### src/rtl/bn_mul_serial.sv
// Serial product-scanning big-number multiplier: one LIMB_W x LIMB_W MAC per cycle,
// full 2*OP_W-bit result, start/busy/done handshake with operand latching.
module bn_mul_serial #(
  parameter int unsigned N_LIMBS = 8,
  parameter int unsigned LIMB_W  = 32,
  parameter int unsigned ACC_W   = 2*LIMB_W + $clog2(N_LIMBS) + 1
) (
  input  logic                          clk,
  input  logic                          reset_n,
  input  logic                          rx_start,
  input  logic [N_LIMBS*LIMB_W-1:0]     rx_a,
  input  logic [N_LIMBS*LIMB_W-1:0]     rx_b,
  output logic                          tx_busy,
  output logic                          tx_done,
  output logic [2*N_LIMBS*LIMB_W-1:0]   tx_r
);

  localparam int unsigned OP_W = N_LIMBS * LIMB_W;
  localparam int unsigned PW   = 2 * LIMB_W;
  localparam int unsigned IW   = $clog2(N_LIMBS);
  localparam int unsigned KW   = $clog2(2 * N_LIMBS);
  localparam int unsigned RL   = 2 * N_LIMBS;

  typedef enum logic {S_IDLE, S_MUL} state_t;

  state_t            state_q, state_d;
  logic [OP_W-1:0]   a_q, a_d, b_q, b_d;
  logic [ACC_W-1:0]  acc_q, acc_d;
  logic [IW-1:0]     i_q, i_d, j_q, j_d;
  logic [KW-1:0]     k_q, k_d;
  logic [LIMB_W-1:0] r_q [RL];
  logic [LIMB_W-1:0] r_d [RL];
  logic              busy_q, busy_d, done_q, done_d;

  logic [LIMB_W-1:0] a_limb [N_LIMBS];
  logic [LIMB_W-1:0] b_limb [N_LIMBS];
  logic [PW-1:0]     prod_c;
  logic [ACC_W-1:0]  new_acc_c;
  logic              col_end_c, last_col_c;

  for (genvar g = 0; g < N_LIMBS; g++) begin : g_op
    assign a_limb[g] = a_q[g*LIMB_W +: LIMB_W];
    assign b_limb[g] = b_q[g*LIMB_W +: LIMB_W];
  end

  for (genvar g = 0; g < RL; g++) begin : g_res
    assign tx_r[g*LIMB_W +: LIMB_W] = r_q[g];
  end

  assign tx_busy = busy_q;
  assign tx_done = done_q;

  // Datapath: one limb product folded into the column accumulator
  assign prod_c     = PW'(a_limb[i_q]) * PW'(b_limb[j_q]);
  assign new_acc_c  = acc_q + ACC_W'(prod_c);
  assign col_end_c  = (i_q == IW'(N_LIMBS - 1)) || (KW'(i_q) == k_q);
  assign last_col_c = (k_q == KW'(2*N_LIMBS - 2));

  // Next-state and register updates
  always_comb begin
    state_d = state_q;
    a_d     = a_q;
    b_d     = b_q;
    acc_d   = acc_q;
    i_d     = i_q;
    j_d     = j_q;
    k_d     = k_q;
    r_d     = r_q;
    busy_d  = busy_q;
    done_d  = done_q;
    case (state_q)
      S_IDLE: begin
        if (rx_start) begin
          a_d    = rx_a;
          b_d    = rx_b;
          acc_d  = '0;
          i_d    = '0;
          j_d    = '0;
          k_d    = '0;
          busy_d = 1'b1;
          done_d = 1'b0;
          for (int n = 0; n < int'(RL); n++) r_d[n] = '0;
          state_d = S_MUL;
        end
      end
      S_MUL: begin
        if (col_end_c) begin
          r_d[k_q] = new_acc_c[LIMB_W-1:0];
          acc_d    = new_acc_c >> LIMB_W;
          if (last_col_c) begin
            r_d[RL-1] = new_acc_c[PW-1:LIMB_W];
            busy_d    = 1'b0;
            done_d    = 1'b1;
            i_d       = '0;
            j_d       = '0;
            k_d       = '0;
            state_d   = S_IDLE;
          end else begin
            k_d = k_q + KW'(1);
            // Lower half of the columns starts at i=0; upper half is clipped by j=N-1
            if (k_q < KW'(N_LIMBS - 1)) begin
              i_d = '0;
              j_d = IW'(k_q + KW'(1));
            end else begin
              i_d = IW'(k_q + KW'(2) - KW'(N_LIMBS));
              j_d = IW'(N_LIMBS - 1);
            end
          end
        end else begin
          acc_d = new_acc_c;
          i_d   = i_q + IW'(1);
          j_d   = j_q - IW'(1);
        end
      end
    endcase
  end

  // State and datapath registers
  always_ff @(posedge clk or negedge reset_n) begin
    if (!reset_n) begin
      state_q <= S_IDLE;
      a_q     <= '0;
      b_q     <= '0;
      acc_q   <= '0;
      i_q     <= '0;
      j_q     <= '0;
      k_q     <= '0;
      busy_q  <= 1'b0;
      done_q  <= 1'b0;
      for (int n = 0; n < int'(RL); n++) r_q[n] <= '0;
    end else begin
      state_q <= state_d;
      a_q     <= a_d;
      b_q     <= b_d;
      acc_q   <= acc_d;
      i_q     <= i_d;
      j_q     <= j_d;
      k_q     <= k_d;
      busy_q  <= busy_d;
      done_q  <= done_d;
      r_q     <= r_d;
    end
  end

endmodule
### config.mk
export PLATFORM = sky130hd
export DESIGN_NAME = bn_mul_serial
export DESIGN_NICKNAME = d
export VERILOG_FILES = /design/src/rtl/bn_mul_serial.sv
export SDC_FILE = /design/constraint.sdc
export NUM_CORES = 2
export LEC_CHECK = 0
export CAP_MARGIN = 0
export CORE_UTILIZATION = 34
export DETAILED_ROUTE_END_ITERATION = 8
export PLACE_DENSITY = 0.53
export SLEW_MARGIN = 25
export SYNTH_ARGS = -nofsm -noshare
export SYNTH_HDL_FRONTEND = slang
export SYNTH_SLANG_ARGS = --single-unit
### constraint.sdc
create_clock -name clk -period 12.7 [get_ports clk]
set_input_delay 2.54 -clock clk [delete_from_list [all_inputs] [get_ports clk]]
set_output_delay 2.54 -clock clk [all_outputs]
set_load 0.02 [all_outputs]
### Word level (Yosys, flattened, before mapping)

Cells that the tools add are included.

* register bits: 1105
* output and inout port bits: 514
* logic and storage cells: 93

* $add $sub $neg: 6
* multiply operators: 1
* order comparisons: 5
* equal/unequal tests: 6
* multiplexer cells: 41
* bitwise gates (word level): 4
* reductions and logical operators: 5

Operators by type and width (count)
* 2-to-1 mux 512 bit: 2
* case mux 512 bit (2 select lines): 1
* bitwise mux 512 bit: 1
* binary-select mux 32 bit (select 3 bit): 2
* 2-to-1 mux 32 bit: 6
* 2-to-1 mux 68 bit: 2
* case mux 68 bit (2 select lines): 1
* demux 32 bit (select 4 bit): 1
* adder 68 x 64 -> 68 bit: 1
* multiplier 32 x 32 -> 64 bit: 1
* 2-to-1 mux 3 bit: 7
* 2-to-1 mux 4 bit: 3
* case mux 3 bit (2 select lines): 2
* 2-to-1 mux 1 bit: 9
* greater-or-equal comparator 4 bit, second input constant: 2
* inverter 3 -> 4 bit: 2
* case mux 4 bit (2 select lines): 1
* case mux 1 bit (2 select lines): 3
* subtractor 3 x 1 -> 3 bit, second input constant: 2
* greater-or-equal comparator 5 bit, second input constant: 1
* < comparator 5 x 1 -> 1 bit, second input constant: 1
* inverter 4 -> 5 bit: 1
* adder 4 x 1 -> 4 bit, second input constant: 1
* equality test 3 x 4 -> 1 bit: 1
* 12 further kinds: 14

### Logic depth before layout (Yosys ltp)

* depth in word-level cells: 10
* depth in mapped cells: 36

### Least setup slack after synthesis

No wires, ideal clock.

* path kind: reg-to-reg
* start point: register i_q[0]
* end point: register r_q, in the netlist tx_r[510]
* setup time: 126 ps
* arrival time: 9261 ps
* path slack: 3313 ps
* cell stages (with the launch flop): 33
* path buffers: 5
* clock period less this slack: 9387 ps
* path through: dfrtp_1 > clkbuf_1 > buf_2 > buf_1 > mux4_2 > mux2i_1 > clkbuf_1 > nor2_1 > fa_1 > inv_1 > fa_1 > inv_1 > fa_1 > inv_1 > fa_1 > inv_1 > fa_1 > fa_1 > fa_1 > inv_1 > fa_1 > inv_1 > ha_1 > clkbuf_1 > nand2_1 > nor3_1 > a221o_1 > a31oi_4 > o41ai_4 > a41oi_2 > o31ai_2 > xor2_1 > a221o_1

* longest elaborated chain between the ends: 10
* elaborated cells between the ends (all ways): 15

Ends and longest elaborated chain
* start, declared: line 29 `logic [IW-1:0] i_q, i_d, j_q, j_d;`
* start signal, assigned: line 136 `i_q <= i_d;`
* inverter 3 -> 4 bit (not written as such): line 54 `assign prod_c = PW'(a_limb[i_q]) * PW'(b_limb[j_q]);`
* binary-select mux 32 bit (select 3 bit): line 54
* 2-to-1 mux 32 bit (not written as such) (2 in series): line 54
* multiplier 32 x 32 -> 64 bit: line 54
* adder 68 x 64 -> 68 bit: line 55 `assign new_acc_c = acc_q + ACC_W'(prod_c);`
* bitwise mux 512 bit: line 88 `r_d[k_q] = new_acc_c[LIMB_W-1:0];`
* 2-to-1 mux 32 bit: line 90 `if (last_col_c) begin`
* 2-to-1 mux 512 bit: line 87 `if (col_end_c) begin`
* case mux 512 bit (2 select lines): line 71 `case (state_q)`
* end signal, assigned: line 141 `r_q <= r_d;`
* end, declared: line 31 `logic [LIMB_W-1:0] r_q [RL];`

Parallel ways exist; a longest one is shown, timed or not. The select of a mux whose other input is x is not followed.
A chain may end at the register's enable or synchronous reset.

### Worst setup path in the final report

* start point: register i_q[0]
* end point: register r_q, in the netlist tx_r[511]

Same word-level chain as after synthesis.

==> results.md <==
- Buffers from clock root to sink, at most: 3
- Cell count after synthesis: between 7000 and 8000
- Kind of start point of the critical path: flop
- Clock Pin Slew Worst Setup and Hold Paths: 0.06 ns
- TritonCTS sink count: 1105
- Pin count of the biggest net entering global routing: 213
- Most common cell after layout, fill and taps aside: sky130_fd_sc_hd__inv_1
- Slowest CP cell: sky130_fd_sc_hd__dfrtp_4
- Post-detailed-placement cell area: 0.0935 sq mm
- DRC violation count after routing: 0
- Slew of the pin with the lowest slew margin: 1.09 ns
- Number of register bits inferred by synthesis: 1105
- Final Wtd Congestion: ~0.94
- Chip width: 485 microns
- Final hold viol count: 0
- Number of setup violations in the final report: 0
- Slowest Stage Delay on Critical Path: ~0.93 ns
- Area Overhead vs Synth: 24.0%
- Root buf cell: sky130_fd_sc_hd__clkbuf_16
- Worst endpoint data arrival time: 11.38 ns
- TritonCTS clock tree: built
- Floorplan die height: 485 microns
- CTS buffer count: 133
- Total Die Area: between 0.2 and 0.25 sq mm
- Core area: 0.231 sq mm
- Number of maximum-capacitance violations: 0
- Share of post-route cells with drive strength above 1: 14.3%
- Hold/Removal Path Class: reg -> reg
- Number of input and output port buffers inserted: 1028
- Post-CTS Resized: 0
- Number of flops mapped to enable cells by yosys: 0
- Most frequently used flop master after synthesis: sky130_fd_sc_hd__dfrtp_1
- Period utilisation layout: a little over four fifths
- Result of the run: finished clean
- Kind of capture point of the worst setup path: flop
- Detailed placement HPWL: 231000 microns
- Unique masters post-synth: 69
- Later-pin clock latency in the skew report: about 0.85 ns
- Final critical delay including setup and external delays: 10.74 ns
- Combined global-route utilization of all metal layers: 26.0%
- Dominant delay contributor by cell family on the critical path: adder cells
- Setup TNS: 0 ns
- Total iterations of the first detailed-routing run: 6
- Vias/cell: 5.20
- Fraction of the yosys area taken by sequential cells: 34.9%
- Buffers and inverters on the worst path: 8
- Initial Utilization: ~34%
- # fillers: 21947
- Number of setup buffers added after CTS: 0
- Number of antenna violations at the first check in global routing: 38
- Most used cell along the critical path: sky130_fd_sc_hd__fa_1
- Global-route wire length before repair: approximately 450000 microns
- Syn_area_per_cell: approximately 11 sq um
- Initial detailed-routing violation count: 4473
- Depth of the CTS H-tree: 4
- Post-Syn Area: 0.0793 sq mm
- Final Slew Violations: 0
- Crit Reg-Reg Startpoint: i_q[0]
- Critical path launch point: i_q[0]
- Row Count: 176
- Crit-path max FO: 35
- Via count of the routed design: 59135
- Number of nets in the finished design: 9967
- Vias in the first global route: 63345
- Required time worst endpoint: 13.35 ns
- Avg WL per Cell: 26.8 microns
- Setup repair after global routing missed its margin: no
- Worst clock skew: 0.0875 ns
- Post-synthesis async set-or-reset flop share: 100%
- Gr ovfl total: 0
- Min-delay src: tx_r[457]
- Final standard cell area without fillers: 0.0984 sq mm
- Net count after synthesis: 9139
- Critical path start-end classification: reg -> reg
- Remaining antenna violation count after routing: 0
- Slew margin rel.: between 20% and 30%
- Total Wirelength: 305000 microns
- Most frequent cells in the layout: sky130_fd_sc_hd__inv_1 (1102), sky130_fd_sc_hd__dfrtp_1 (1099), sky130_fd_sc_hd__clkdlybuf4s50_1 (1027), sky130_fd_sc_hd__fa_1 (962), sky130_fd_sc_hd__nand2_1 (666)
- Post-cts hold buffer count: 0
- I/O Pins: 1029
- Highest clock rate: 0.0931 GHz
- Syn. warnings: 0
## flip-flops by register name, indices dropped and copies added, names as in the netlist
signal and flops:
j_q 3, tx_done 1, a_q 256, tx_busy 1, b_q 256, i_q 3, k_q 4, acc_q 68
tx_r 512, state_q 1
## metal layers
layer  vias up  part of all wire [%]  track usage (%)
met4        18                   3.8             9.09
met5         -                 0.037                0
met2      2325                    47             42.0
met1     30927                    41             33.8
li1      25407                     -                -
met3       458                   8.0             6.67
## area by class of cell
cell class | count | area [sq um] | area share (%)
multi-input combinational | 4701 | 46300 | 47.1
inverter | 1106 | 4150 | 4.22
antenna | 14 | 35.0 | 0.0356
timing repair buffer | 1177 | 11500 | 11.7
clock inverter | 49 | 888 | 0.903
clock buffer | 195 | 3940 | 4.01
sequential | 1105 | 27700 | 28.1
tap | 3026 | 3790 | 3.85
## path summary, 6_finish.rpt
| kind | endpoint | slack [ns] | cells after the start |
|---|---|---|---|
| min in group asynchronous | a_q[176] | 1.78 | 1 |
| max in group asynchronous | j_q[2] | 8.55 | 3 |
| max | tx_r[511] | 1.96 | 31 |
| min | tx_r[457] | 0.47 | 2 |
| min reg2reg | tx_r[457] | 0.47 | 2 |
| max reg2reg | tx_r[511] | 1.96 | 31 |
## worst register-to-register path, delay by kind of cell (launching register included)
| kind | cells | cell delay, ns |
|---|---|---|
| xor+xnor | 1 | 0.18 |
| simple gates | 1 | 0.17 |
| flops | 1 | 0.93 |
| compound gates | 10 | 2.70 |
| buf+inv | 8 | 0.94 |
| mux | 2 | 1.19 |
| fa+ha+maj | 9 | 4.47 |
## cells in the mapped netlist (3+ instances only)
library cell	number	area (sq um)
sky130_fd_sc_hd__o21bai_1	8	60.1
sky130_fd_sc_hd__nand2b_1	6	37.5
sky130_fd_sc_hd__a211oi_1	7	52.6
sky130_fd_sc_hd__a222oi_1	4	40.0
sky130_fd_sc_hd__a21o_1	31	233
sky130_fd_sc_hd__o221ai_1	7	61.3
sky130_fd_sc_hd__or2_2	7	43.8
sky130_fd_sc_hd__xor2_1	30	263
sky130_fd_sc_hd__a31o_2	3	26.3
sky130_fd_sc_hd__mux2i_1	60	601
sky130_fd_sc_hd__and3_1	8	50.1
sky130_fd_sc_hd__mux4_2	128	2880
sky130_fd_sc_hd__buf_1	57	214
sky130_fd_sc_hd__o41ai_1	3	26.3
sky130_fd_sc_hd__and2_1	15	93.8
sky130_fd_sc_hd__a22oi_1	4	30.0
sky130_fd_sc_hd__a221o_1	39	390
sky130_fd_sc_hd__clkbuf_1	422	1580
sky130_fd_sc_hd__xnor2_1	39	342
sky130_fd_sc_hd__buf_2	5	25.0
sky130_fd_sc_hd__nor2b_1	6	37.5
sky130_fd_sc_hd__o21a_1	6	45.0
sky130_fd_sc_hd__a21boi_0	3	22.5
sky130_fd_sc_hd__o21ai_1	5	25.0
sky130_fd_sc_hd__o21ai_0	536	2680
sky130_fd_sc_hd__nand2_1	680	2550
sky130_fd_sc_hd__nor2_1	566	2120
sky130_fd_sc_hd__a22o_1	32	280
sky130_fd_sc_hd__nor3_1	14	70.1
sky130_fd_sc_hd__nand3_1	465	2330
sky130_fd_sc_hd__mux2_2	572	6440
sky130_fd_sc_hd__dfrtp_1	1105	27700
sky130_fd_sc_hd__inv_1	1103	4140
sky130_fd_sc_hd__nand4_1	26	163
sky130_fd_sc_hd__o31ai_1	21	158
sky130_fd_sc_hd__fa_1	962	19300
sky130_fd_sc_hd__ha_1	266	3330
sky130_fd_sc_hd__a21oi_1	90	450
sky130_fd_sc_hd__a31oi_1	10	62.6
sky130_fd_sc_hd__or3_1	4	25.0
sky130_fd_sc_hd__o211ai_1	9	67.6
## per-stage QoR
step,util (%),hold slack (ns),setup slack (ns),std cells
after floorplan,-,0.450,3.31,7396
after global placement,40.4,0.461,1.81,11112
after detailed placement,40.5,0.465,2.06,11115
after CTS,42.6,0.479,1.95,11359
after global routing,42.6,0.504,1.47,11369
final,42.6,0.475,1.96,11373
## cells by family (layout without fill, tap and decap cells)
kind of cell             count (synthesis)  in the layout  share of synthesized area [%]
multiplexers                           760            760                           12.5
AO/OA/AOI/OAI                          839            839                           6.31
XOR/XNOR                                69             69                          0.762
other                                    0             14                              0
flip-flops                            1105           1105                           34.9
buffers and inverters                 1590           2527                           7.53
adder cells (fa/ha/maj)               1228           1228                           28.5
AND/OR/NAND/NOR                       1805           1805                           9.57
Power is left out: the tool's default activity adds up to more than one toggle a clock period on the data nets, which glitch-free logic cannot reach.
